[src/rtl/perf_pkg.sv]
// Shared definitions for the pipeline performance monitor.
// Contents:
//   perf_state_e : monitor FSM state encoding.
//   SEL_CYCLE    : readout select value of the cycle counter.
//   sel_w()      : readout select width for a given number of event channels.
package perf_pkg;

    typedef enum logic [1:0] {
        IDLE  = 2'd0,
        RUN   = 2'd1,
        PAUSE = 2'd2,
        DONE  = 2'd3
    } perf_state_e;

    localparam int SEL_CYCLE = 0;

    // Select values are 0..num_evt (cycle counter plus one per channel).
    function automatic int sel_w(input int num_evt);
        return $clog2(num_evt + 1);
    endfunction

endpackage

[src/rtl/perf_sat_counter.sv]
// Saturating counter with enable, synchronous clear and sticky overflow.
// Ports:
//   clk_i, rst_n_i : clock, asynchronous active-low reset
//   clr_i          : synchronous clear of count and overflow flag
//   en_i           : increment request for this edge
//   cnt_o          : current count (holds at all-ones)
//   ovf_o          : set when an increment is requested at all-ones; sticky
module perf_sat_counter #(
    parameter int W = 32
) (
    input  logic         clk_i,
    input  logic         rst_n_i,
    input  logic         clr_i,
    input  logic         en_i,
    output logic [W-1:0] cnt_o,
    output logic         ovf_o
);

    logic [W-1:0] cnt_q;
    logic         ovf_q;

    always_ff @(posedge clk_i or negedge rst_n_i) begin
        if (!rst_n_i) begin
            cnt_q <= '0;
            ovf_q <= 1'b0;
        end else if (clr_i) begin
            cnt_q <= '0;
            ovf_q <= 1'b0;
        end else if (en_i) begin
            // No wrap: a refused increment is what flags overflow.
            if (&cnt_q) ovf_q <= 1'b1;
            else        cnt_q <= cnt_q + W'(1);
        end
    end

    assign cnt_o = cnt_q;
    assign ovf_o = ovf_q;

endmodule

[src/rtl/perf_event_monitor.sv]
// Pipeline performance monitor: counts RUN cycles and NUM_EVT vetoable
// event channels, stops at a cycle budget, and offers a registered readout.
// Optional feature macro: PERF_SNAPSHOT_EN (adds snap_i and shadow readout).
// Ports:
//   clk_i, rst_n_i : clock, asynchronous active-low reset
//   start_i        : level enable; counting only while high
//   clear_i        : synchronous clear of counters, flags, readout and FSM
//   evt_i          : raw event pulses, bit k = channel k
//   evt_veto_i     : per-channel veto, channel k counts evt_i[k] & ~evt_veto_i[k]
//   snap_i         : (PERF_SNAPSHOT_EN only) copy all counters to shadows
//   rd_sel_i       : 0 = cycle counter, k+1 = channel k, > NUM_EVT reads 0
//   rd_data_o      : registered readout, one cycle behind rd_sel_i
//   ovf_o          : sticky saturation flags, bit 0 = cycles, bit k+1 = channel k
//   running_o      : FSM in RUN
//   done_o         : FSM in DONE
module perf_event_monitor
    import perf_pkg::*;
#(
    parameter int NUM_EVT    = 2,
    parameter int CNT_W      = 32,
    parameter int MAX_CYCLES = 30
) (
    input  logic                        clk_i,
    input  logic                        rst_n_i,
    input  logic                        start_i,
    input  logic                        clear_i,
    input  logic [NUM_EVT-1:0]          evt_i,
    input  logic [NUM_EVT-1:0]          evt_veto_i,
`ifdef PERF_SNAPSHOT_EN
    input  logic                        snap_i,
`endif
    input  logic [sel_w(NUM_EVT)-1:0]   rd_sel_i,
    output logic [CNT_W-1:0]            rd_data_o,
    output logic [NUM_EVT:0]            ovf_o,
    output logic                        running_o,
    output logic                        done_o
);

    localparam logic [CNT_W-1:0] MAX_W = CNT_W'(MAX_CYCLES);

    perf_state_e               state_q;
    logic                      running_q;
    logic                      done_q;
    logic [CNT_W-1:0]          rd_data_q;
    logic [CNT_W-1:0]          rd_data_d;
    logic [NUM_EVT:0][CNT_W-1:0] cnt;
    logic [NUM_EVT:0][CNT_W-1:0] src;
    logic [NUM_EVT:0]          inc;
    logic                      cnt_en;
    logic                      hit_max;

    // The edge that enters RUN already counts, so enable depends on start_i
    // rather than on being in RUN; DONE never counts.
    assign cnt_en = start_i && !clear_i && (state_q != DONE);

    assign inc[SEL_CYCLE] = cnt_en;
    for (genvar k = 0; k < NUM_EVT; k++) begin : g_inc
        assign inc[k+1] = cnt_en & evt_i[k] & ~evt_veto_i[k];
    end

    for (genvar k = 0; k <= NUM_EVT; k++) begin : g_cnt
        perf_sat_counter #(.W(CNT_W)) u_cnt (
            .clk_i   (clk_i),
            .rst_n_i (rst_n_i),
            .clr_i   (clear_i),
            .en_i    (inc[k]),
            .cnt_o   (cnt[k]),
            .ovf_o   (ovf_o[k])
        );
    end

    // Budget reached on the edge whose increment lands on MAX_CYCLES.
    assign hit_max = (MAX_CYCLES != 0) && cnt_en && !(&cnt[SEL_CYCLE]) &&
                     ((cnt[SEL_CYCLE] + CNT_W'(1)) == MAX_W);

    always_ff @(posedge clk_i or negedge rst_n_i) begin
        if (!rst_n_i) begin
            state_q   <= IDLE;
            running_q <= 1'b0;
            done_q    <= 1'b0;
        end else if (clear_i) begin
            state_q   <= IDLE;
            running_q <= 1'b0;
            done_q    <= 1'b0;
        end else begin
            case (state_q)
                IDLE, PAUSE: begin
                    if (start_i) begin
                        state_q   <= hit_max ? DONE : RUN;
                        running_q <= !hit_max;
                        done_q    <= hit_max;
                    end
                end
                RUN: begin
                    if (!start_i) begin
                        state_q   <= PAUSE;
                        running_q <= 1'b0;
                    end else if (hit_max) begin
                        state_q   <= DONE;
                        running_q <= 1'b0;
                        done_q    <= 1'b1;
                    end
                end
                default: ; // DONE holds until clear or reset
            endcase
        end
    end

`ifdef PERF_SNAPSHOT_EN
    logic [NUM_EVT:0][CNT_W-1:0] shadow_q;

    // Captures the counters as they were before this edge's increment.
    always_ff @(posedge clk_i or negedge rst_n_i) begin
        if (!rst_n_i)     shadow_q <= '0;
        else if (clear_i) shadow_q <= '0;
        else if (snap_i)  shadow_q <= cnt;
    end

    assign src = shadow_q;
`else
    assign src = cnt;
`endif

    always_comb begin
        rd_data_d = '0;
        if (int'(rd_sel_i) <= NUM_EVT) rd_data_d = src[rd_sel_i];
    end

    always_ff @(posedge clk_i or negedge rst_n_i) begin
        if (!rst_n_i)     rd_data_q <= '0;
        else if (clear_i) rd_data_q <= '0;
        else              rd_data_q <= rd_data_d;
    end

    assign rd_data_o = rd_data_q;
    assign running_o = running_q;
    assign done_o    = done_q;

endmodule
[config.mk]
export PLATFORM = sky130hd
export DESIGN_NAME = perf_event_monitor
export DESIGN_NICKNAME = d
export VERILOG_FILES = /design/src/rtl/perf_pkg.sv /design/src/rtl/perf_sat_counter.sv /design/src/rtl/perf_event_monitor.sv
export SDC_FILE = /design/constraint.sdc
export NUM_CORES = 1
export LEC_CHECK = 0
export CAP_MARGIN = 40
export CORE_MARGIN = 3
export CORE_UTILIZATION = 45
export CTS_BUF_LIST = sky130_fd_sc_hd__clkbuf_2 sky130_fd_sc_hd__clkbuf_4 sky130_fd_sc_hd__clkbuf_8
export DETAILED_ROUTE_END_ITERATION = 8
export MAX_ROUTING_LAYER = met4
export PLACE_DENSITY = 0.72
export SETUP_SLACK_MARGIN = 0.1
export SLEW_MARGIN = 25
export SYNTH_ARGS = -nofsm -noshare
export SYNTH_HDL_FRONTEND = slang
export SYNTH_SLANG_ARGS = --single-unit
[constraint.sdc]
create_clock -name clk_i -period 4.34 [get_ports clk_i]
set_input_delay 0.868 -clock clk_i [delete_from_list [all_inputs] [get_ports clk_i]]
set_output_delay 0.868 -clock clk_i [all_outputs]
set_load 0.005 [all_outputs]
==> run summary <==
The run finished with clean final reports. The tools report the HPWL after detailed placement as 12.5 mm. TritonCTS built the clock tree. The clock slew seen by the registers of the worst setup and hold paths was 0.08 ns.

In this run the number of H-tree levels came out at 4. At the later pin of the worst-skew pair, clock insertion delay measures 0.46 ns. The total clock sinks was 135; the post-synthesis to final-layout area growth was 12.7%. For this run, design rule violations remaining after detail routing come to 0. After synthesis, flip-flops and latches occupy 44.2% of the total area.

Across the run, the number of max-cap violations was 0. The share of total power dissipated in the clock network is 45.1%. The synthesized design contains 135 register bits. By area the synthesized netlist is led by dfrtp_1 44%, nor2_1 8.8%, xor2_1 5.4%. In this run the clock root is driven by a clkbuf_8. Counting I/O delays and the setup requirement, the final critical path takes 3.29 ns. The peak supply drop was 0.000208 V; the mean cell area of the mapped netlist was 8.82 um^2. Synthesis produced a netlist with a net count of 880. The logs give 0.00354 uW for the leakage dissipation and 0 for the final-report setup violation count. On the worst path, the slowest cell contributes a delay of 0.60 ns.

The run gives 1108 as the final non-filler cell total. The die outline height is 136 um, and the initial standard-cell utilization of the core is 47.0%. The arrival time at the worst endpoint was 3.66 ns.

Once detail routing completed, the nets flagged for antenna violations numbered 0. The run gives 866 as the synthesized instance count. After synthesis the cells add up to 0.00763 mm^2. Walking the worst path, the cells encountered are ha_1, nand3_1, nor3_2, nand4_1, o211ai_1, nand4_1, or4_1, a211oi_2. Via-per-instance ratio: 5.57. In this run, placement finished with an instance count of 1076. The via count of the first global-routing pass is 5785, and the first-pass iteration count of the detailed router is 5. The final setup skew came out at 0.0176 ns.

The number of placed I/O pins is 47. Counting both buffers and inverters, the worst setup path holds a total of 0. For the hold slack, the log shows 0.327 ns.

At the pin with the least slew margin, the transition time is 0.803 ns. Headroom to the max-slew limit came out at 46.0%. The number of different library cells used by synthesis comes to 62.

Derived from the worst setup path, the maximum achievable clock frequency is 0.304 GHz. The largest net degree at the start of global routing came out at 72. Setup repair after global routing left no endpoint under its margin. For the endpoint required time on the critical path, the log shows 4.71 ns. The die span in x was 136 um; the maximum fanout encountered on the critical timing path was 12. The largest delay contributor family on the critical path was simple AND/OR/NAND/NOR gates. The run gives 1503 as the filler cell count in the final layout. The tools report the residual overflow from global routing as 0. The class of the tightest hold or removal check is in -> async.

Port buffering added 46 buffers. Per report_power, the sequential group accounts for 50.2% of the total. The first-pass GRT wire length is 29.0 mm, and the count of flip-flops with a built-in enable after synthesis is 0. The share of total power dissipated in combinational logic is 4.7%.

For the violation count after the first detailed-routing iteration, the log shows 482. For the number of max-slew violations in the final report, the log shows 0. For the net count reported at finish, the log shows 893. The proportion of synthesized flip-flops having asynchronous set or reset was 100%; the number of inserted diodes was 0. The worst setup path is captured at a flip-flop.

The run gives 0 as the number of synthesis warnings. The commonest cells after synthesis are 178 x nor2_1, 135 x dfrtp_1, 62 x nand2_1, 48 x a21oi_1, 47 x xor2_1. The largest buffer count on any clock path came out at 2. Across every metal layer, demand over resource in global routing totals 20.4%. For the internal power, the log shows 1930 uW. The tools report the number of gates resized after CTS as 0.

In this run, post-CTS hold repair placed 0 buffers. The leading area contributor after synthesis is dfrtp_1. Most used standard cell by instance count after synthesis: nor2_1. The tools report the element type at the critical path start as a flip-flop. Adding up every negative setup slack in the final design gives 0 ns.

The fraction of power spent switching nets came out at 23.6%. The total area inside the core boundary comes to 0.0162 mm^2. The type of the worst setup path is reg -> reg.

The overall routed net length is 17.6 mm, and the initial antenna violation count is 0. The clock buffer count from CTS was 17. The run gives 0.0186 mm^2 as the total die area. The number of core rows was 46. The dominant register cell in the synthesized netlist was dfrtp_1.

The cell with the largest stage delay on the worst path was nor3_2. The final critical path takes up 75.8% of the cycle. After layout, the design draws a total of 2530 uW. Total power per unit cell area: 294 mW/mm^2. The logs give 0 for the final number of hold-violating endpoints and 0 for the number of setup buffers added after CTS. Cells with a size suffix above 1 make up 7.40% of the layout. After detailed routing, the average wire length per cell comes to 15.8 um.

The most common cell type on the critical path was nand4_1. Routability-driven placement finished with a final weighted congestion of 0.922. The synthesized design devotes to its leading area cell type 44.2% of total area.

The logs give 6169 for the total vias in the final route and 598 uW for the switching power of the nets.
==> power by group through the flow <==
| stage | Clock [uW] | Sequential [uW] | Combinational, uW |
|---|---|---|---|
| 2_1_floorplan | 0 | 1290 | 67.1 |
| 3_3_place_gp | 0 | 1290 | 115 |
| 3_5_place_dp | 0 | 1300 | 121 |
| 4_1_cts | 1170 | 1270 | 121 |
| 5_1_grt | 1230 | 1270 | 133 |
| 6_report | 1140 | 1270 | 118 |
==> logic make-up after synthesis <==
family | Yosys count | share of synthesized area [%]
AOI/OAI and AO/OA | 98 | 8.05
xor gates and xnor gates | 86 | 9.87
adders and majority gates | 4 | 0.656
buffers and inverters | 75 | 4.44
DFF | 135 | 44.2
muxes | 36 | 4.74
and+or+nand+nor | 432 | 28.0
==> registers in the layout, summed over array words and instances, names as in the netlist <==
| signal | count |
|---|---|
| g_cnt.u_cnt.ovf_o | 3 |
| running_o | 1 |
| g_cnt.u_cnt.cnt_o | 96 |
| rd_data_o | 32 |
| state_q | 2 |
| done_o | 1 |
==> area by class of cell <==
type	count	area, um^2	share of cell area [%]
Sequential cell	135	3380	39.2
Inverter	14	52.6	0.611
Timing Repair Buffer	55	549	6.38
Clock buffer	18	241	2.81
Tap cell	216	270	3.14
Clock inverter	14	195	2.27
Multi-Input combinational cell	656	3920	45.5
==> cell usage in the layout, fill, tap and decap left out, types with 26 or more instances in the layout <==
master and count:
nor3_1 26, mux2i_1 35, nand2_1 62, dfrtp_1 135, nand4_1 33, xnor2_1 39
xor2_1 47, a21oi_1 48, nand3_1 40, clkdlybuf4s50_1 43, nor2_1 177
==> through the flow <==
step | cell area (um^2) | utilization (%) | worst slack (ns)
finish | 8610 | 53.0 | 1.05
global route | 8610 | 53.0 | 0.829
CTS | 8610 | 53.0 | 1.11
detailed placement | 8170 | 50.3 | 0.946
global placement | 8130 | 50.1 | 0.993
floorplan | 7630 | - | 1.72
==> layer usage <==
metal	vias up	GRT usage (%)	routed length (um)
met5	-	-	0
met4	0	7.89	303
li1	3005	-	-
met3	22	4.40	1040
met1	2953	28.0	8410
met2	189	29.5	7800
==> worst paths after layout <==
| kind | slack (ns) | to | cells after the start | from |
|---|---|---|---|---|
| hold reg to reg | 0.54 | g_cnt[2].u_cnt.ovf_o | 2 | g_cnt[2].u_cnt.ovf_o |
| max in group asynchronous | 3.00 | g_cnt[0].u_cnt.cnt_o[31] | 3 | rst_n_i |
| setup reg to reg | 1.05 | state_q[1] | 8 | g_cnt[0].u_cnt.cnt_o[0] |
| min in group clk_i | 0.54 | g_cnt[2].u_cnt.ovf_o | 2 | g_cnt[2].u_cnt.ovf_o |
| setup / recovery | 1.05 | state_q[1] | 8 | g_cnt[0].u_cnt.cnt_o[0] |
| hold / removal | 0.33 | g_cnt[2].u_cnt.cnt_o[4] | 1 | rst_n_i |
(Power assumes the default switching activity.)
